--- src/rtl/x1spi_seq_pkg.sv ---
// rtl/x1spi_seq_pkg.sv - shared state encodings, opcodes and defaults for the x1 SPI sequencer
package x1spi_seq_pkg;

    localparam int ST_W = 6;

    typedef enum logic [ST_W-1:0] {
        ST_IDLE  = 6'b000001,
        ST_GRANT = 6'b000010,
        ST_ISSUE = 6'b000100,
        ST_WAIT  = 6'b001000,
        ST_GAP   = 6'b010000,
        ST_DONE  = 6'b100000
    } state_t;

    localparam logic [7:0] OP_READ = 8'h03;
    localparam logic [7:0] OP_RDSR = 8'h05;
    localparam logic [7:0] OP_WREN = 8'h06;

    localparam int DEF_GAP_CYC = 2;
    localparam int DEF_TMO_CYC = 4096;

    // A request overflows when its last byte address would pass 24'hFFFFFF.
    function automatic logic addr_overflow(input logic [23:0] addr, input logic [31:0] len);
        return (addr != 24'd0) && (len != 32'd0) && (({8'd0, addr} + len) > 32'h0100_0000);
    endfunction

endpackage

--- src/rtl/x1spi_seq_arb.sv ---
// rtl/x1spi_seq_arb.sv - 2-way fixed-priority / round-robin arbiter with last-grant register
module x1spi_seq_arb #(
    parameter int RR = 0
) (
    input  logic clk,
    input  logic rst_n,
    input  logic i_req0,
    input  logic i_req1,
    input  logic i_take,
    output logic o_gnt
);

    logic r_last;

    // o_gnt: 0 selects R0, 1 selects R1; only meaningful while a request is present.
    always_comb begin
        o_gnt = 1'b0;
        if (i_req0 && i_req1) begin
            o_gnt = (RR != 0) ? ~r_last : 1'b0;
        end else begin
            o_gnt = i_req1;
        end
    end

    always_ff @(posedge clk) begin
        if (!rst_n) begin
            r_last <= 1'b0;
        end else if (i_take) begin
            r_last <= o_gnt;
        end
    end

endmodule

--- src/rtl/x1spi_seq.sv ---
// rtl/x1spi_seq.sv - two-requester sequencer splitting requests into single-byte x1 SPI engine transactions
module x1spi_seq
    import x1spi_seq_pkg::*;
#(
    parameter int RR      = 0,
    parameter int LEN_W   = 9,
    parameter int GAP_CYC = DEF_GAP_CYC,
    parameter int TMO_CYC = DEF_TMO_CYC
) (
    input  logic             clk,
    input  logic             rst_n,
    input  logic             r0_req,
    output logic             r0_ack,
    input  logic [7:0]       r0_cmd,
    input  logic [23:0]      r0_addr,
    input  logic [2:0]       r0_dummy,
    input  logic [LEN_W-1:0] r0_len,
    output logic [7:0]       r0_rdata,
    output logic             r0_rvalid,
    output logic             r0_done,
    output logic             r0_err,
    input  logic             r1_req,
    output logic             r1_ack,
    input  logic [7:0]       r1_cmd,
    input  logic [23:0]      r1_addr,
    input  logic [2:0]       r1_dummy,
    input  logic [LEN_W-1:0] r1_len,
    output logic [7:0]       r1_rdata,
    output logic             r1_rvalid,
    output logic             r1_done,
    output logic             r1_err,
    output logic             eng_start,
    output logic [7:0]       eng_cmd,
    output logic [23:0]      eng_addr,
    output logic [2:0]       eng_dummy_num,
    output logic             eng_exist_rx_data,
    input  logic             eng_finish,
    input  logic [7:0]       eng_data_in
);

    localparam int CNT_W = $clog2(TMO_CYC + GAP_CYC + 1);

    state_t           r_state;
    state_t           w_next;
    logic             r_owner;
    logic [7:0]       r_cmd;
    logic [23:0]      r_addr;
    logic [2:0]       r_dummy;
    logic [LEN_W-1:0] r_len;
    logic             r_addr_en;
    logic [LEN_W-1:0] r_rem;
    logic [CNT_W-1:0] r_cnt;
    logic             r_err;
    logic             r_rvalid;
    logic [7:0]       r_rdata;

    logic             w_take;
    logic             w_gnt;
    logic             w_last;
    logic             w_tmo;
    logic [7:0]       w_cmd;
    logic [23:0]      w_addr;
    logic [2:0]       w_dummy;
    logic [LEN_W-1:0] w_len;

    x1spi_seq_arb #(
        .RR(RR)
    ) u_arb (
        .clk   (clk),
        .rst_n (rst_n),
        .i_req0(r0_req),
        .i_req1(r1_req),
        .i_take(w_take),
        .o_gnt (w_gnt)
    );

    assign w_cmd   = r_owner ? r1_cmd   : r0_cmd;
    assign w_addr  = r_owner ? r1_addr  : r0_addr;
    assign w_dummy = r_owner ? r1_dummy : r0_dummy;
    assign w_len   = r_owner ? r1_len   : r0_len;
    assign w_last  = (r_rem == LEN_W'(1));
    assign w_tmo   = (r_cnt == CNT_W'(TMO_CYC - 1));

    always_comb begin
        w_next = r_state;
        w_take = 1'b0;
        case (r_state)
            ST_IDLE: begin
                if (r0_req || r1_req) begin
                    w_take = 1'b1;
                    w_next = ST_GRANT;
                end
            end
            ST_GRANT: w_next = ST_ISSUE;
            // An overflowing request passes through ISSUE with the start pulse suppressed.
            ST_ISSUE: w_next = r_err ? ST_DONE : ST_WAIT;
            ST_WAIT: begin
                if (eng_finish) begin
                    w_next = w_last ? ST_DONE : ST_GAP;
                end else if (w_tmo) begin
                    w_next = ST_DONE;
                end
            end
            ST_GAP: begin
                if (r_cnt == CNT_W'(GAP_CYC - 1)) begin
                    w_next = ST_ISSUE;
                end
            end
            ST_DONE: w_next = ST_IDLE;
            default: w_next = ST_IDLE;
        endcase
    end

    always_ff @(posedge clk) begin
        if (!rst_n) begin
            r_state   <= ST_IDLE;
            r_owner   <= 1'b0;
            r_cmd     <= 8'd0;
            r_addr    <= 24'd0;
            r_dummy   <= 3'd0;
            r_len     <= '0;
            r_addr_en <= 1'b0;
            r_rem     <= '0;
            r_cnt     <= '0;
            r_err     <= 1'b0;
            r_rvalid  <= 1'b0;
            r_rdata   <= 8'd0;
        end else begin
            r_state  <= w_next;
            r_rvalid <= 1'b0;
            case (r_state)
                ST_IDLE: begin
                    if (w_take) begin
                        r_owner <= w_gnt;
                    end
                end
                ST_GRANT: begin
                    r_cmd     <= w_cmd;
                    r_addr    <= w_addr;
                    r_dummy   <= w_dummy;
                    r_len     <= w_len;
                    r_addr_en <= (w_addr != 24'd0);
                    r_rem     <= (w_len == '0) ? LEN_W'(1) : w_len;
                    r_err     <= addr_overflow(w_addr, 32'(w_len));
                end
                ST_ISSUE: r_cnt <= '0;
                ST_WAIT: begin
                    r_cnt <= r_cnt + CNT_W'(1);
                    if (eng_finish) begin
                        r_cnt <= '0;
                        r_rem <= r_rem - LEN_W'(1);
                        if (r_len != '0) begin
                            r_rvalid <= 1'b1;
                            r_rdata  <= eng_data_in;
                        end
                        if (!w_last && r_addr_en) begin
                            r_addr <= r_addr + 24'd1;
                        end
                    end else if (w_tmo) begin
                        r_err <= 1'b1;
                    end
                end
                ST_GAP:  r_cnt <= r_cnt + CNT_W'(1);
                default: ;
            endcase
        end
    end

    assign r0_ack    = (r_state == ST_GRANT) && !r_owner;
    assign r1_ack    = (r_state == ST_GRANT) &&  r_owner;
    assign r0_done   = (r_state == ST_DONE)  && !r_owner;
    assign r1_done   = (r_state == ST_DONE)  &&  r_owner;
    assign r0_err    = r0_done && r_err;
    assign r1_err    = r1_done && r_err;
    assign r0_rvalid = r_rvalid && !r_owner;
    assign r1_rvalid = r_rvalid &&  r_owner;
    assign r0_rdata  = r0_rvalid ? r_rdata : 8'd0;
    assign r1_rdata  = r1_rvalid ? r_rdata : 8'd0;

    assign eng_start         = (r_state == ST_ISSUE) && !r_err;
    assign eng_cmd           = r_cmd;
    assign eng_addr          = r_addr;
    assign eng_dummy_num     = r_dummy;
    assign eng_exist_rx_data = (r_len != '0);

endmodule

--- config.mk ---
export PLATFORM = sky130hd
export DESIGN_NAME = x1spi_seq
export DESIGN_NICKNAME = d
export VERILOG_FILES = /design/src/rtl/x1spi_seq_pkg.sv /design/src/rtl/x1spi_seq_arb.sv /design/src/rtl/x1spi_seq.sv
export SDC_FILE = /design/constraint.sdc
export NUM_CORES = 1
export LEC_CHECK = 0
export BUFFER_PORTS_ARGS = -buffer_cell sky130_fd_sc_hd__buf_4
export CAP_MARGIN = 20
export CORE_ASPECT_RATIO = 0.8
export CORE_MARGIN = 2
export CORE_UTILIZATION = 48
export CTS_CLUSTER_SIZE = 20
export DETAILED_ROUTE_END_ITERATION = 10
export PLACE_DENSITY = 0.86
export SLEW_MARGIN = 20
export SYNTH_ARGS = -nofsm -noshare
export SYNTH_HDL_FRONTEND = slang
export SYNTH_SLANG_ARGS = --single-unit
--- constraint.sdc ---
create_clock -name clk -period 3.3 [get_ports clk]
set_input_delay 0.165 -clock clk [delete_from_list [all_inputs] [get_ports clk]]
set_output_delay 0.165 -clock clk [all_outputs]
set_load 0.005 [all_outputs]
After elaboration in Yosys (flattened, before gate mapping)

Index checks and enable logic that the tools add are counted.

$add $sub $neg: 4
Order comparisons: 1
Equality and inequality tests: 16
Muxes and demuxes: 28
Reductions and logical operators: 30

Operator list:

| cell                    | number |
|---|---|
| $mux W24                | 3 |
| $pmux W24 S2            | 1 |
| $pmux W13 S3            | 1 |
| $mux W6                 | 6 |
| $pmux W6 S5             | 1 |
| $mux W9                 | 3 |
| $add A24 B9 Y25         | 1 |
| $gt A25 B25 Y1 const B  | 1 |
| $add A24 B1 Y24 const B | 1 |
| $mux W8                 | 3 |
| $reduce_bool A24 Y1     | 1 |
| $pmux W9 S2             | 1 |
| $reduce_bool A9 Y1      | 2 |
| $reduce_and A3 Y1       | 5 |
| $add A13 B1 Y13 const B | 1 |
| $eq A13 B1 Y1 const B   | 1 |
| $eq A13 B12 Y1 const B  | 1 |
| $logic_and A1 B1 Y1     | 13 |
| $mux W13                | 1 |
| $ne A2 B2 Y1 const B    | 6 |
| $eq A9 B1 Y1 const B    | 1 |
| $logic_not A9 Y1        | 1 |
| $sub A9 B1 Y9 const B   | 1 |
| $eq A6 B1 Y1 const B    | 1 |
| other kinds (14)        | 22 |

Flip-flop bits (word level): 84
Output and inout bits: 61
Word-level logic and storage cells: 91

Longest topological paths before layout

Word-level depth: 6
Gate-level depth with buffers: 14

Hierarchy

Synthesis repeated with hierarchy kept, for this count alone.

Cells, all modules: 734
Area total of the unflattened synthesis: 5609.1 µm²

By module, submodules not included:

| module        | times used | cells each | area an instance (µm²) |
|---|---|---|---|
| x1spi_seq     | 1          | 733        | 5595.4 |
| x1spi_seq_arb | 1          | 1          | 13.8 |

Worst setup path before layout

No wires, ideal clock.

Path type: register to register
Start: register r_owner
End: register r_err
Arrival time: 3.017 ns
Required time: 3.173 ns
Setup slack: 0.156 ns
Cell stages (with the launch flop): 14
Period minus slack after synthesis: 3.144 ns
Path through: dfxtp_1 -> buf_6 -> buf_8 -> buf_2 -> mux2_2 -> ha_1 -> fa_1 -> nand3_1 -> a211oi_1 -> o31ai_1 -> mux2i_1 -> o221ai_1 -> nor4_1 -> a21oi_1

Word-level cells in the longest chain between the ends: 5
Elaborated cells on any way between the ends: 9

RTL lines:

| element                                                      | line                             | text |
|---|---|---|
| from (decl)                                                  | x1spi_seq.sv:45                  | `logic r_owner;` |
| from (signal assigned)                                       | x1spi_seq.sv:134                 | `r_owner <= w_gnt;` |
| $mux W24 / $mux W9 (equally long branches)                   | x1spi_seq.sv:78, x1spi_seq.sv:80 |  |
| $add A24 B9 Y25, or another cell as far along                | x1spi_seq_pkg.sv:24              | `return (addr != 24'd0) && (len != 32'd0) && (({8'd0, addr} + len) > 32'h0100_0000);` |
| $gt A25 B25 Y1 / $logic_and A1 B1 Y1 (equally long branches) | x1spi_seq_pkg.sv:24              |  |
| $logic_and A1 B1 Y1 *                                        | x1spi_seq_pkg.sv:24              |  |
| $pmux W1 S2 *                                                | x1spi_seq.sv:131                 | `case (r_state)` |
| to (signal assigned)                                         | x1spi_seq.sv:144                 | `r_err <= addr_overflow(w_addr, 32'(w_len));` |
| to (decl)                                                    | x1spi_seq.sv:53                  | `logic r_err;` |

Mark *: on every way between the ends. The rest lies on a longest branch, timed or not.
A chain may end at the register's enable or synchronous reset.

Worst setup path in the final report

Ends and elaborated chain as after synthesis.

==> flow_summary_export.csv <==
group,metric,value,unit
grt,grt_usage,27.03,%
detailed_routing,vias,6364,
clock_network,path_clk_slew,0.06,ns
hold_path,whs_endpoint,"r_rdata[1]$_SDFFE_PN0P_",
hold_path,worstHoldStart,"eng_data_in[1]",
cells_and_area,multi_input_area,3816,sq um
critical_path,r2r_slack,0.21,ns
sta,skew,0.005174,ns
critical_path,path_buf_inv,1,
grt,grt_pass1_vias,5562,
cells_and_area,fillers,1013,
cells_and_area,fin_cells,1050,
sta,max_slew_margin,50.82,%
cells_and_area,drive_gt1_share,25.50,%
die,dieArea,12800,sq um
sta,drv_slew,0,
critical_path,cp-end-kind,"flip-flop",
critical_path,required,3.52,ns
clock_network,clk_latency,0.35,ns
hold_path,hold_path_class,"primary input to flip-flop",
clock_network,cts_tree,"yes",
die,core_area,11560,sq um
critical_path,cp_cell_sequence,"buf_4, mux2_2, ha_1, nand3_2, a211oi_4, o31ai_2, nor4b_1, o32ai_1, nor4_1, a21oi_1",
cells_and_area,layout_commonest_cell,"buf_4",
detailed_routing,first_pass_iters,5,
cells_and_area,diodes,0,
power_and_ir_drop,cellLeakagePower,3.130,nW
sta,setup_ws,0.2077,ns
cells_and_area,layout.cells.most_common_list,"buf_4, nor2_1, dfxtp_1",
grt,grt_overflow,0,
die,initial_core_util,49.44,%
cells_and_area,area_growth,29.95,%
synthesis,ys_seq_area_share,29.42,%
cells_and_area,final_nets,1013,
sta,setup_viol,0,
synthesis,ys_warn_count,0,
critical_path,worstPathArrival,3.31,ns
grt,antenna_found_initial,0,
grt,grt_start_max_net_pins,60,
synthesis,synth.distinct_cells,67,
sta,hold_viol,0,
placement,io_buffers,161,
detailed_routing,drt_iter0_markers,839,
detailed_routing,wl_per_cell,17.05,um
cells_and_area,finish.utilization,64.24,%
critical_path,crit_path_start_kind,"flip-flop",
detailed_routing,ant_nets,0,
placement,routabilityCongestion,1.039,
critical_path,slowest_delay,0.46,ns
clock_network,clockRootBuffer,"clkbuf_16",
clock_network,htreeDepth,3,
synthesis,synth_nets,859,
detailed_routing,drc,0,
die,io_pins,162,
synthesis,syn_area,5715,sq um
synthesis,ys_top_cells_by_area,"dfxtp_1, mux2i_1, nor2_1",
placement,dp.cells,1032,
synthesis,async_flop_share,0,%
die,die_h,101.6,um
placement,pre_cts_ws,0.1332,ns
cells_and_area,final-seq-area,1685,sq um
power_and_ir_drop,powerDensity,422.4,nW/um^2
synthesis,ys_ff_latch,84,
synthesis,synth_edf_count,0,
power_and_ir_drop,ir_drop,0.3299,mV
critical_path,reg2reg_from,"r_owner$_SDFFE_PN0P_",
clock_network,cts_buffers,9,
detailed_routing,viasPerCell,6.061,
critical_path,slowest_stage,"dfxtp_4",
critical_path,reg2reg_to,"r_err$_SDFFE_PN0P_",
hold_path,whs_path_depth,3,
synthesis,synth_cells,743,
detailed_routing,wl,17900,um
status,outcome,"completed",
sta,fin_crit_sh,93.71,%
critical_path,ff2ff_path_depth,10,
synthesis,synth-main-ff-cell,"dfxtp_1",
critical_path,crit_family,"compound AO/OA/AOI/OAI gates",
synthesis,synth_area_per_cell,7.692,sq um
synthesis,yosysTopAreaCell,"dfxtp_1",
sta,min_period,3.092,ns
die,rows,35,
clock_network,clock_path_buffers,2,
grt,grt_pass1_wl,28120,um
critical_path,worstSetupPathType,"flip-flop to flip-flop",
sta,clock.fmax,323.4,MHz
run,cap_violations,0,
sta,tightestPinTransition,0.7310,ns
clock_network,cts_num_sinks,84,
synthesis,synth_top_area_share,29.42,%
placement,hpwlAfterDp,13330,um
die,fp.dieW,126,um
critical_path,critPathMaxFanout,12,
cells_and_area,finish.instance_area,7427,sq um
placement,placed_cell_area,7076,sq um
==> repair_timing <==
action | CTS | global route
endpoints found under the setup margin | 0 | 1
buffers inserted | 0 | 2
hold buffers | 0 | 0
gates resized for setup | 0 | 12
==> sequential cells by signal (all words and copies together), names as in the netlist <==
name           flops
r_state            6
r_rdata            8
eng_addr          24
r_cnt             13
eng_cmd            8
r_rem              9
r_addr_en          1
r_owner            1
r_err              1
r_len              9
eng_dummy_num      3
r_rvalid           1
==> worst min-delay path, delay by kind of cell <==
| kind | cells | cell delay, ns |
|---|---|---|
| buffers and inverters | 1 | 0.08 |
| muxes | 1 | 0.05 |
| and+or+nand+nor | 1 | 0.07 |
==> cell usage after synthesis, types with 4 or more instances <==
| master | instances |
|---|---|
| a211oi_1 | 29 |
| a21oi_1 | 59 |
| a22oi_1 | 8 |
| a31oi_1 | 8 |
| and2_1 | 15 |
| and3_1 | 18 |
| and4b_1 | 4 |
| buf_2 | 10 |
| clkbuf_1 | 26 |
| dfxtp_1 | 84 |
| ha_1 | 14 |
| inv_1 | 25 |
| mux2_2 | 11 |
| mux2i_1 | 42 |
| nand2_1 | 58 |
| nand2b_1 | 5 |
| nand3_1 | 31 |
| nand3b_1 | 5 |
| nand4_1 | 11 |
| nor2_1 | 99 |
| nor2b_1 | 5 |
| nor3_1 | 16 |
| nor4_1 | 16 |
| nor4b_1 | 5 |
| o211ai_1 | 5 |
| o21a_1 | 4 |
| o21ai_0 | 41 |
| o22ai_1 | 4 |
| o31ai_1 | 8 |
| or3_1 | 5 |
| xnor2_1 | 8 |
| xor2_1 | 12 |
==> kinds of logic after synthesis <==
family	count (synthesis)	share of synthesized area (%)
simple gates	310	27.98
compound gates	196	21.72
flops	84	29.42
buf+inv	65	4.882
mux	53	9.523
xor+xnor	20	3.065
fa+ha+maj	15	3.415
==> how the worst max path moves through the flow <==
stage                               from  cells after the start  slack, ns            endpoint
global placement    r_owner$_SDFFE_PN0P_                     10       0.24  r_err$_SDFFE_PN0P_
detailed placement  r_owner$_SDFFE_PN0P_                     10       0.13  r_err$_SDFFE_PN0P_
CTS                 r_owner$_SDFFE_PN0P_                     10       0.12  r_err$_SDFFE_PN0P_
global route        r_owner$_SDFFE_PN0P_                     10      -0.02  r_err$_SDFFE_PN0P_
finish              r_owner$_SDFFE_PN0P_                     10       0.21  r_err$_SDFFE_PN0P_
floorplan           r_owner$_SDFFE_PN0P_                     13       0.16  r_err$_SDFFE_PN0P_
==> final cells by class <==
type / instances / area share, %
clock buffer: 10 / 3.218
tap: 148 / 2.493
multi-input combinational: 594 / 51.38
timing repair buffer: 182 / 18.40
sequential: 84 / 22.69
clock inverter: 6 / 0.5054
inverter: 26 / 1.314
==> metrics by stage <==
step | hold WS, ns | TNS, ns | power, mW
2_1_floorplan | 0.2616 | 0 | 1.806
3_3_place_gp | 0.3934 | 0 | 2.137
3_5_place_dp | 0.4046 | 0 | 2.152
4_1_cts | 0.04692 | 0 | 3.093
5_1_grt | 0.04689 | -0.01700 | 3.299
6_report | 0.04808 | 0 | 3.137
==> routing by layer <==
layer	vias up	track usage (%)	share of wire [%]
met5	-	0	0
met4	0	5.917	1.5
met3	30	8.611	11
met2	362	39.50	43
met1	2934	38.99	44
li1	3038	-	-
==> power by group <==
group          internal (mW)  leakage (nW)  switching [mW]  total, mW
Combinational          0.460          2.31           0.563       1.02
Clock                  0.529         0.142           0.419      0.947
Sequential              1.08         0.681          0.0820       1.17
(Power assumes the default switching activity.)
